`src/rtl/plru_replacer.sv`:
```
// rtl/plru_replacer.sv - tree pseudo-LRU victim selection for a set-associative cache
// Per-set PLRU trees, a reset sweep, one-cycle lookup and a one-deep access pipeline with forwarding.
module plru_replacer #(
  parameter int NUM_OF_WAYS = 4,
  parameter int NUM_OF_SETS = 64
) (
  input  logic                           clk,
  input  logic                           rst_n,
  output logic                           ready_o,
  input  logic                           lookup_valid_i,
  input  logic [$clog2(NUM_OF_SETS)-1:0] lookup_set_i,
  output logic                           victim_valid_o,
  output logic [$clog2(NUM_OF_WAYS)-1:0] victim_way_o,
  input  logic                           access_valid_i,
  input  logic [$clog2(NUM_OF_SETS)-1:0] access_set_i,
  input  logic [$clog2(NUM_OF_WAYS)-1:0] access_way_i
);

  localparam int WW = $clog2(NUM_OF_WAYS);
  localparam int SW = $clog2(NUM_OF_SETS);

  typedef logic [NUM_OF_WAYS-1:0] tree_t;
  typedef enum logic {INIT, READY} state_t;

  state_t          state_q, state_d;
  logic [SW-1:0]   init_cnt_q;
  tree_t           tree_mem [NUM_OF_SETS];
  logic            s1_valid_q;
  logic [SW-1:0]   s1_set_q;
  logic [WW-1:0]   s1_way_q;
  tree_t           s1_new;
  tree_t           lookup_tree;
  logic            lookup_fire;
  logic            access_fire;

  // Node index grows one bit per layer: appending the node's bit selects the child.
  function automatic logic [WW-1:0] find_victim(input tree_t t);
    logic [WW:0] node;
    node = (WW+1)'(1);
    for (int k = 0; k < WW; k++) begin
      node = {node[WW-1:0], t[node[WW-1:0]]};
    end
    return node[WW-1:0];
  endfunction

  function automatic tree_t touch(input tree_t t, input logic [WW-1:0] way);
    tree_t         r;
    logic [WW:0]   node;
    logic [WW-1:0] wsh;
    r = t;
    for (int k = 0; k < WW; k++) begin
      node = {1'b1, way} >> (WW - k);
      wsh  = way << k;
      r[node[WW-1:0]] = ~wsh[WW-1];
    end
    return r;
  endfunction

  assign ready_o     = (state_q == READY);
  assign lookup_fire = lookup_valid_i && ready_o;
  assign access_fire = access_valid_i && ready_o;

  // The stage-1 result is both the write data and the forwarded tree for a same-set lookup.
  assign s1_new      = touch(tree_mem[s1_set_q], s1_way_q);
  assign lookup_tree = (s1_valid_q && (s1_set_q == lookup_set_i)) ? s1_new : tree_mem[lookup_set_i];

  always_comb begin
    state_d = state_q;
    case (state_q)
      INIT:    if (init_cnt_q == SW'(NUM_OF_SETS - 1)) state_d = READY;
      READY:   state_d = READY;
      default: state_d = INIT;
    endcase
  end

  always_ff @(posedge clk) begin
    if (!rst_n) begin
      state_q        <= INIT;
      init_cnt_q     <= '0;
      s1_valid_q     <= 1'b0;
      victim_valid_o <= 1'b0;
      victim_way_o   <= '0;
    end else begin
      state_q        <= state_d;
      if (state_q == INIT) init_cnt_q <= init_cnt_q + SW'(1);
      s1_valid_q     <= access_fire;
      victim_valid_o <= lookup_fire;
      if (lookup_fire) victim_way_o <= find_victim(lookup_tree);
    end
  end

  always_ff @(posedge clk) begin
    if (access_fire) begin
      s1_set_q <= access_set_i;
      s1_way_q <= access_way_i;
    end
  end

  always_ff @(posedge clk) begin
    if (state_q == INIT) begin
      tree_mem[init_cnt_q] <= '0;
    end else if (rst_n && s1_valid_q) begin
      tree_mem[s1_set_q] <= s1_new;
    end
  end

endmodule

```
`config.mk`:
```
export PLATFORM = sky130hd
export DESIGN_NAME = plru_replacer
export DESIGN_NICKNAME = d
export VERILOG_FILES = /design/src/rtl/plru_replacer.sv
export SDC_FILE = /design/constraint.sdc
export NUM_CORES = 1
export LEC_CHECK = 0
export BUFFER_PORTS_ARGS = -buffer_cell sky130_fd_sc_hd__buf_2
export CAP_MARGIN = 20
export CORE_UTILIZATION = 51
export CTS_BUF_LIST = sky130_fd_sc_hd__clkbuf_2
export DETAILED_ROUTE_END_ITERATION = 6
export PLACE_DENSITY_LB_ADDON = 0.2
export SYNTH_ARGS = -nofsm -noshare
export SYNTH_HDL_FRONTEND = slang
export SYNTH_SLANG_ARGS = --single-unit
export TNS_END_PERCENT = 50
```
`constraint.sdc`:
```
create_clock -name clk -period 8.95 [get_ports clk]
set_input_delay 1.79 -clock clk [delete_from_list [all_inputs] [get_ports clk]]
set_output_delay 1.79 -clock clk [all_outputs]
set_load 0.01 [all_outputs]
```
==> reports/metrics.cfg, run 1 <==
[grt]
grt_max_degree = 65
overflow = 0
grt_antenna_before_repair = 1
grt_pass1_vias = 6368
grt_pass1_wl_mm = 37.9
grtUsageTotal = 0.260

[power]
seqPwrFrac = 0.616
power.density_mw_per_mm2 = 165
leakagePower_nw = 3.72
p_int_w = 0.00135
p_sw_frac = 0.241
power.switching_w = 0.000430
peakVddDrop_mv = 0.0611
combPwrFrac = 0.046
pwr-share-clk = 0.337

[sta]
fin_skew_ns = 0.0556
rsz0062_at_grt = false
slew_headroom = 0.352
tightest_slew_ns = 0.972
finalHoldViolCount = 0
min_period_ns = 3.63
post-route-worst-setup-slack_ns = 5.32
tns_ns = 0
holdWs_ns = 0.530
finalCritPeriodShare = 0.406
fmax_ghz = 0.275
slew_violations = 0
finalSetupViolCount = 0

[placed_design]
io_buffers = 21
placed_area_mm2 = 0.0104
place_congestion = 0.911
dp_slack_ns = 4.55
hpwl_mm = 16.5

[drt]
vias_per_cell = 6.36
vias = 6357
wl_mm = 25.0
drtIter0Drc = 624
firstDrtPassIters = 5
remaining_drc_errors = 0
ant_nets = 0
wire_per_inst_um = 25.0

[clocking]
cts_max_level = 2
clk_pin_slew_ns = 0.10
cts_hold_buf = 0
ctsResizeCount = 0
root_buffer = clkbuf_2
cts.sinks = 217
clk-insertion-delay-late_ns = 0.82
cts_tree = done
cts_setup_buffers = 0
cts-buffers-inserted = 53
ctsLongestPathBuffers = 3

[setup_path]
start_kind = flop
max_stage_delay_ns = 0.81
worstPathMaxFanout = 64
required_ns = 9.42
path_buf_inv = 2
worstReg2RegEnd = tree_mem[12][3]
end_kind = flop
path_cells = clkinv_1, mux2_2, a31o_1, o32a_1, a31oi_1, a211oi_1, a21oi_1, nor2_4, buf_4
crit_slowest_cell = dfxtp_1
cp_top_family = buffers and inverters
cp.arrival_ns = 4.10
critical_path_class = flop to flop
reg2regPathDepth = 9
r2r_slack_ns = 5.32

[synth]
yosysUniqueCellTypes = 53
synth_seq_cells = 217
synth_common_cells = edfxtp_1, nor2_1, mux4_2, nand2_1, mux2i_1
avgSynthCellArea_um2 = 15.5
synth_edf_count = 200
syn_inst = 651
ys_seq_area_frac = 0.629
synth_top_area_share = 0.596
synth_area_leaders = edfxtp_1, mux4_2, mux2i_1
yosysTopAreaCell = edfxtp_1
yosysMostFrequentCell = edfxtp_1
synth_flop_cell = edfxtp_1
async_flop_share = 0
yosysWarnings = 0
synth_fp_nets = 670
syn-cell-area_mm2 = 0.0101

[floorplanning]
die_width_um = 143
dieArea_mm2 = 0.0203
core_area_mm2 = 0.0194
row_count = 51
ios = 22
die_h_um = 143
initial_core_util = 0.520

[run_status]
status = finished, final reports clean

[layout]
nets = 719
syn2layout_area_growth_pct = 7.23
drive_gt1_frac = 0.249
final_util = 0.557
final_area_mm2 = 0.0108
nFillCells = 1620

[run]
maxCapViolCount = 0

[hold_path]
min_to = victim_way_o[1]
min_path_cells = 2
hp-class = flop to flop
min-delay-start = victim_way_o[1]

## placed cells by master (no fill, tap or decap), types with 4 or more instances in the layout
| master | count |
|---|---|
| o21a_1 | 4 |
| nor2_1 | 72 |
| mux4_1 | 8 |
| nand3_1 | 16 |
| mux4_2 | 57 |
| edfxtp_1 | 200 |
| or3_1 | 4 |
| clkbuf_2 | 77 |
| dfxtp_1 | 16 |
| buf_2 | 20 |
| a31oi_1 | 11 |
| mux2_2 | 12 |
| o21ai_0 | 16 |
| nor2b_1 | 9 |
| inv_1 | 8 |
| and2_1 | 6 |
| clkinv_1 | 9 |
| nand2b_1 | 5 |
| a221oi_1 | 6 |
| xnor2_1 | 6 |
| buf_4 | 8 |
| mux2i_1 | 38 |
| and3_1 | 8 |
| a21oi_1 | 14 |
| a22oi_1 | 12 |
| nand2_1 | 47 |
## kinds of logic after synthesis
kind of cell    share of synthesized area
simple gates                       0.0814
buf+inv                            0.0254
fa+ha+maj                         0.00124
mux                                 0.199
flops                               0.629
xor+xnor                          0.00782
compound gates                     0.0556
## power by group through the flow
stage | Sequential [W] | Clock [W] | Combinational (W)
after floorplan | 0.00112 | 0 | 0.0000565
after global placement | 0.00112 | 0 | 0.0000796
after detailed placement | 0.00112 | 0 | 0.0000803
after CTS | 0.00110 | 0.000616 | 0.0000809
after global routing | 0.00110 | 0.000658 | 0.0000874
final | 0.00110 | 0.000601 | 0.0000821
## stage by stage
stage | total power (W) | std cells
floorplan | 0.00118 | 651
global placement | 0.00120 | 910
detailed placement | 0.00120 | 910
CTS | 0.00179 | 999
global route | 0.00184 | 1000
finish | 0.00178 | 1000
## tightest hold or removal path, delay by kind of cell, from the launching register on
kind	cells	cell delay (ns)
and+or+nand+nor	1	0.07
DFF	1	0.36
AOI/OAI and AO/OA	1	0.06
## final cells by class
type	count	area, um^2	area share
diodes	1	2.50	0.000231
clock buffers	77	385	0.0356
clock inverters	12	48.8	0.00451
inverters	9	33.8	0.00312
multi-input cells	391	3500	0.324
flip-flops and latches	217	6350	0.587
well taps	265	332	0.0307
repair buffers	28	160	0.0148
## sequential cells by signal, summed over array words and instances (netlist names), named ones only
signal          flops
victim_way_o        2
tree_mem          192
s1_way_q            2
ready_o             1
victim_valid_o      1
s1_set_q            6
init_cnt_q          6
s1_valid_q          1
## per-layer routing
layer,wire length (um),vias to the layer above,global-route usage
met5,0,-,0
met4,681,0,0.0956
met3,2310,51,0.0641
met2,11900,357,0.409
met1,10100,3222,0.353
li1,-,2727,-
## how the worst max path moves through the flow
stage,from,endpoint,slack (ns),cells after the start
final,flop,tree_mem[12][3],5.32,9
after detailed placement,lookup_set_i[0],victim_way_o[1],4.55,9
after floorplan,rst_n,tree_mem[0][3],4.73,3
after global placement,lookup_set_i[0],victim_way_o[1],4.59,9
after CTS,flop,tree_mem[63][2],5.28,10
after global routing,flop,tree_mem[63][2],5.14,10
(Power assumes the default switching activity.)
==> inputs of run 2 (changes only) <==
==> constraint.sdc (replaced) <==
create_clock -name clk -period 3.4 [get_ports clk]
set_input_delay 0.68 -clock clk [delete_from_list [all_inputs] [get_ports clk]]
set_output_delay 0.68 -clock clk [all_outputs]
set_load 0.01 [all_outputs]
==> run 2 against run 1 <==
Against the previous run:
- global-route usage increased by 1.3 points
- final area increased by 2.5%
- clock skew decreased by 0.021 ns
- core utilization increased by 1.4 points
- clock power increased to 2.7 times the previous value
- critical endpoint is now tree_mem[1][2]
- largest cell class unchanged
==> reports/metrics.cfg, run 2 (synthesized netlist as in run 1, its figures left out) <==
[floorplanning]
dieArea_mm2 = 0.0203  ; unchanged
die_h_um = 143  ; unchanged
row_count = 51  ; unchanged
die_width_um = 143  ; unchanged
core_area_mm2 = 0.0194  ; unchanged
ios = 22  ; unchanged
initial_core_util = 0.520  ; unchanged

[sta]
rsz0062_at_grt = false
fmax_ghz = 0.330  ; +20%
finalCritPeriodShare = 0.891  ; +0.486
slew_violations = 0  ; unchanged
finalHoldViolCount = 0  ; unchanged
tns_ns = 0  ; unchanged
slew_headroom = 0.555  ; +0.203
tightest_slew_ns = 0.666  ; -0.305 ns
fin_skew_ns = 0.0346  ; -0.0210 ns
post-route-worst-setup-slack_ns = 0.369  ; -4.95 ns
min_period_ns = 3.03  ; -0.600 ns
finalSetupViolCount = 0  ; unchanged

[setup_path]
required_ns = 3.93  ; -5.49 ns
path_cells = buf_4, nor2_1, nand4_1, o41ai_1, nor4b_1, a21oi_1, o2bb2ai_1, a21oi_1, nor2_4, buf_4
cp_top_family = simple AND/OR/NAND/NOR gates
crit_slowest_cell = dfxtp_1
path_buf_inv = 2  ; unchanged
max_stage_delay_ns = 0.70  ; -0.11 ns
cp.arrival_ns = 3.56  ; -0.54 ns
worstPathMaxFanout = 40  ; -38%
r2r_slack_ns = 0.37  ; -4.95 ns
start_kind = flop
end_kind = flop
critical_path_class = flop to flop

[run_status]
status = finished, final reports clean

[hold_path]
hp-class = input port to flop
min-delay-start = access_set_i[3]

[placed_design]
hpwl_mm = 18.0  ; +9.2%
io_buffers = 21  ; unchanged
place_congestion = 0.901  ; -1.1%
placed_area_mm2 = 0.0106  ; +2.2%
dp_cells = 930  ; +2.2%
dp_slack_ns = 0.318  ; -4.23 ns

[clocking]
clk_pin_slew_ns = 0.13  ; +0.03 ns
root_buffer = clkbuf_2
cts_max_level = 2  ; unchanged
cts.sinks = 217  ; unchanged
cts_tree = done
cts-buffers-inserted = 52  ; -1.9%
ctsResizeCount = 0  ; unchanged
clk-insertion-delay-late_ns = 0.80  ; -0.02 ns
cts_setup_buffers = 0  ; unchanged
ctsLongestPathBuffers = 3  ; unchanged
cts_hold_buf = 3  ; +3

[power]
power.density_mw_per_mm2 = 427  ; +160%
leakagePower_nw = 3.85  ; +3.4%
peakVddDrop_mv = 0.263  ; +330%

[layout]
nets = 741  ; +3.1%
final_area_mm2 = 0.0111  ; +2.5%
largest_reg_flops = 192  ; unchanged
final_cell_mix = edfxtp_1, nor2_1, clkbuf_2
final_cells = 1028  ; +2.8%
top_regs = tree_mem (192), init_cnt_q (6), s1_set_q (6)
final_common_cell = edfxtp_1
regMostFlops = tree_mem
drive_gt1_frac = 0.257  ; +0.00790
syn2layout_area_growth_pct = 9.95

[grt]
grt_antenna_before_repair = 1  ; unchanged
overflow = 0  ; unchanged
grt_max_degree = 41  ; -37%
grtUsageTotal = 0.273  ; +0.0128
grt_pass1_vias = 6534  ; +2.6%
grt_pass1_wl_mm = 39.8  ; +5.0%

[drt]
wl_mm = 26.4  ; +5.4%
firstDrtPassIters = 5  ; unchanged
ant_nets = 0  ; unchanged
drtIter0Drc = 843  ; +35%
remaining_drc_errors = 0  ; unchanged
wire_per_inst_um = 25.7  ; +2.5%
vias = 6475  ; +1.9%
vias_per_cell = 6.30  ; -0.92%

[run]
maxCapViolCount = 0  ; unchanged

## run 2: per-layer routing
layer  vias up  wire length [um]  global-route usage  part of all wire
met5         -                 0                   0                 0
met4         0               629              0.0900             0.024
met3        44              2750              0.0795              0.10
met2       400             12400               0.429              0.47
met1      3268             10600               0.366              0.40
li1       2763                 -                   -                 -
## run 2: worst paths after layout
check	endpoint	cells after the start
worst max-delay path	tree_mem[1][2]	10
worst min-delay path	s1_set_q[3]	1
worst max register to register	tree_mem[1][2]	10
worst min register to register	victim_way_o[1]	2
## run 2: area by class of cell
class,instances,area [um^2]
clock buffer,72,360
antenna,1,2.50
timing repair buffer,51,423
inverter,9,33.8
sequential,217,6350
tap,265,332
fill,1578,8310
multi-input combinational,391,3500
clock inverter,22,85.1
## run 2: where the power goes
| part | switching (W) | leakage, nW | internal (W) |
|---|---|---|---|
| registers | 0.00000903 | 2.07 | 0.00288 |
| clock network | 0.00103 | 0.338 | 0.000574 |
| logic | 0.000151 | 1.44 | 0.0000869 |
| total | 0.00119 | 3.85 | 0.00354 |
## run 2: stage by stage
stage	utilization	hold slack [ns]	total power [W]
finish	0.572	0.0722	0.00474
global placement	0.546	0.498	0.00318
CTS	0.571	0.000988	0.00476
detailed placement	0.547	0.495	0.00318
floorplan	-	0.479	0.00310
global route	0.572	0.0214	0.00490
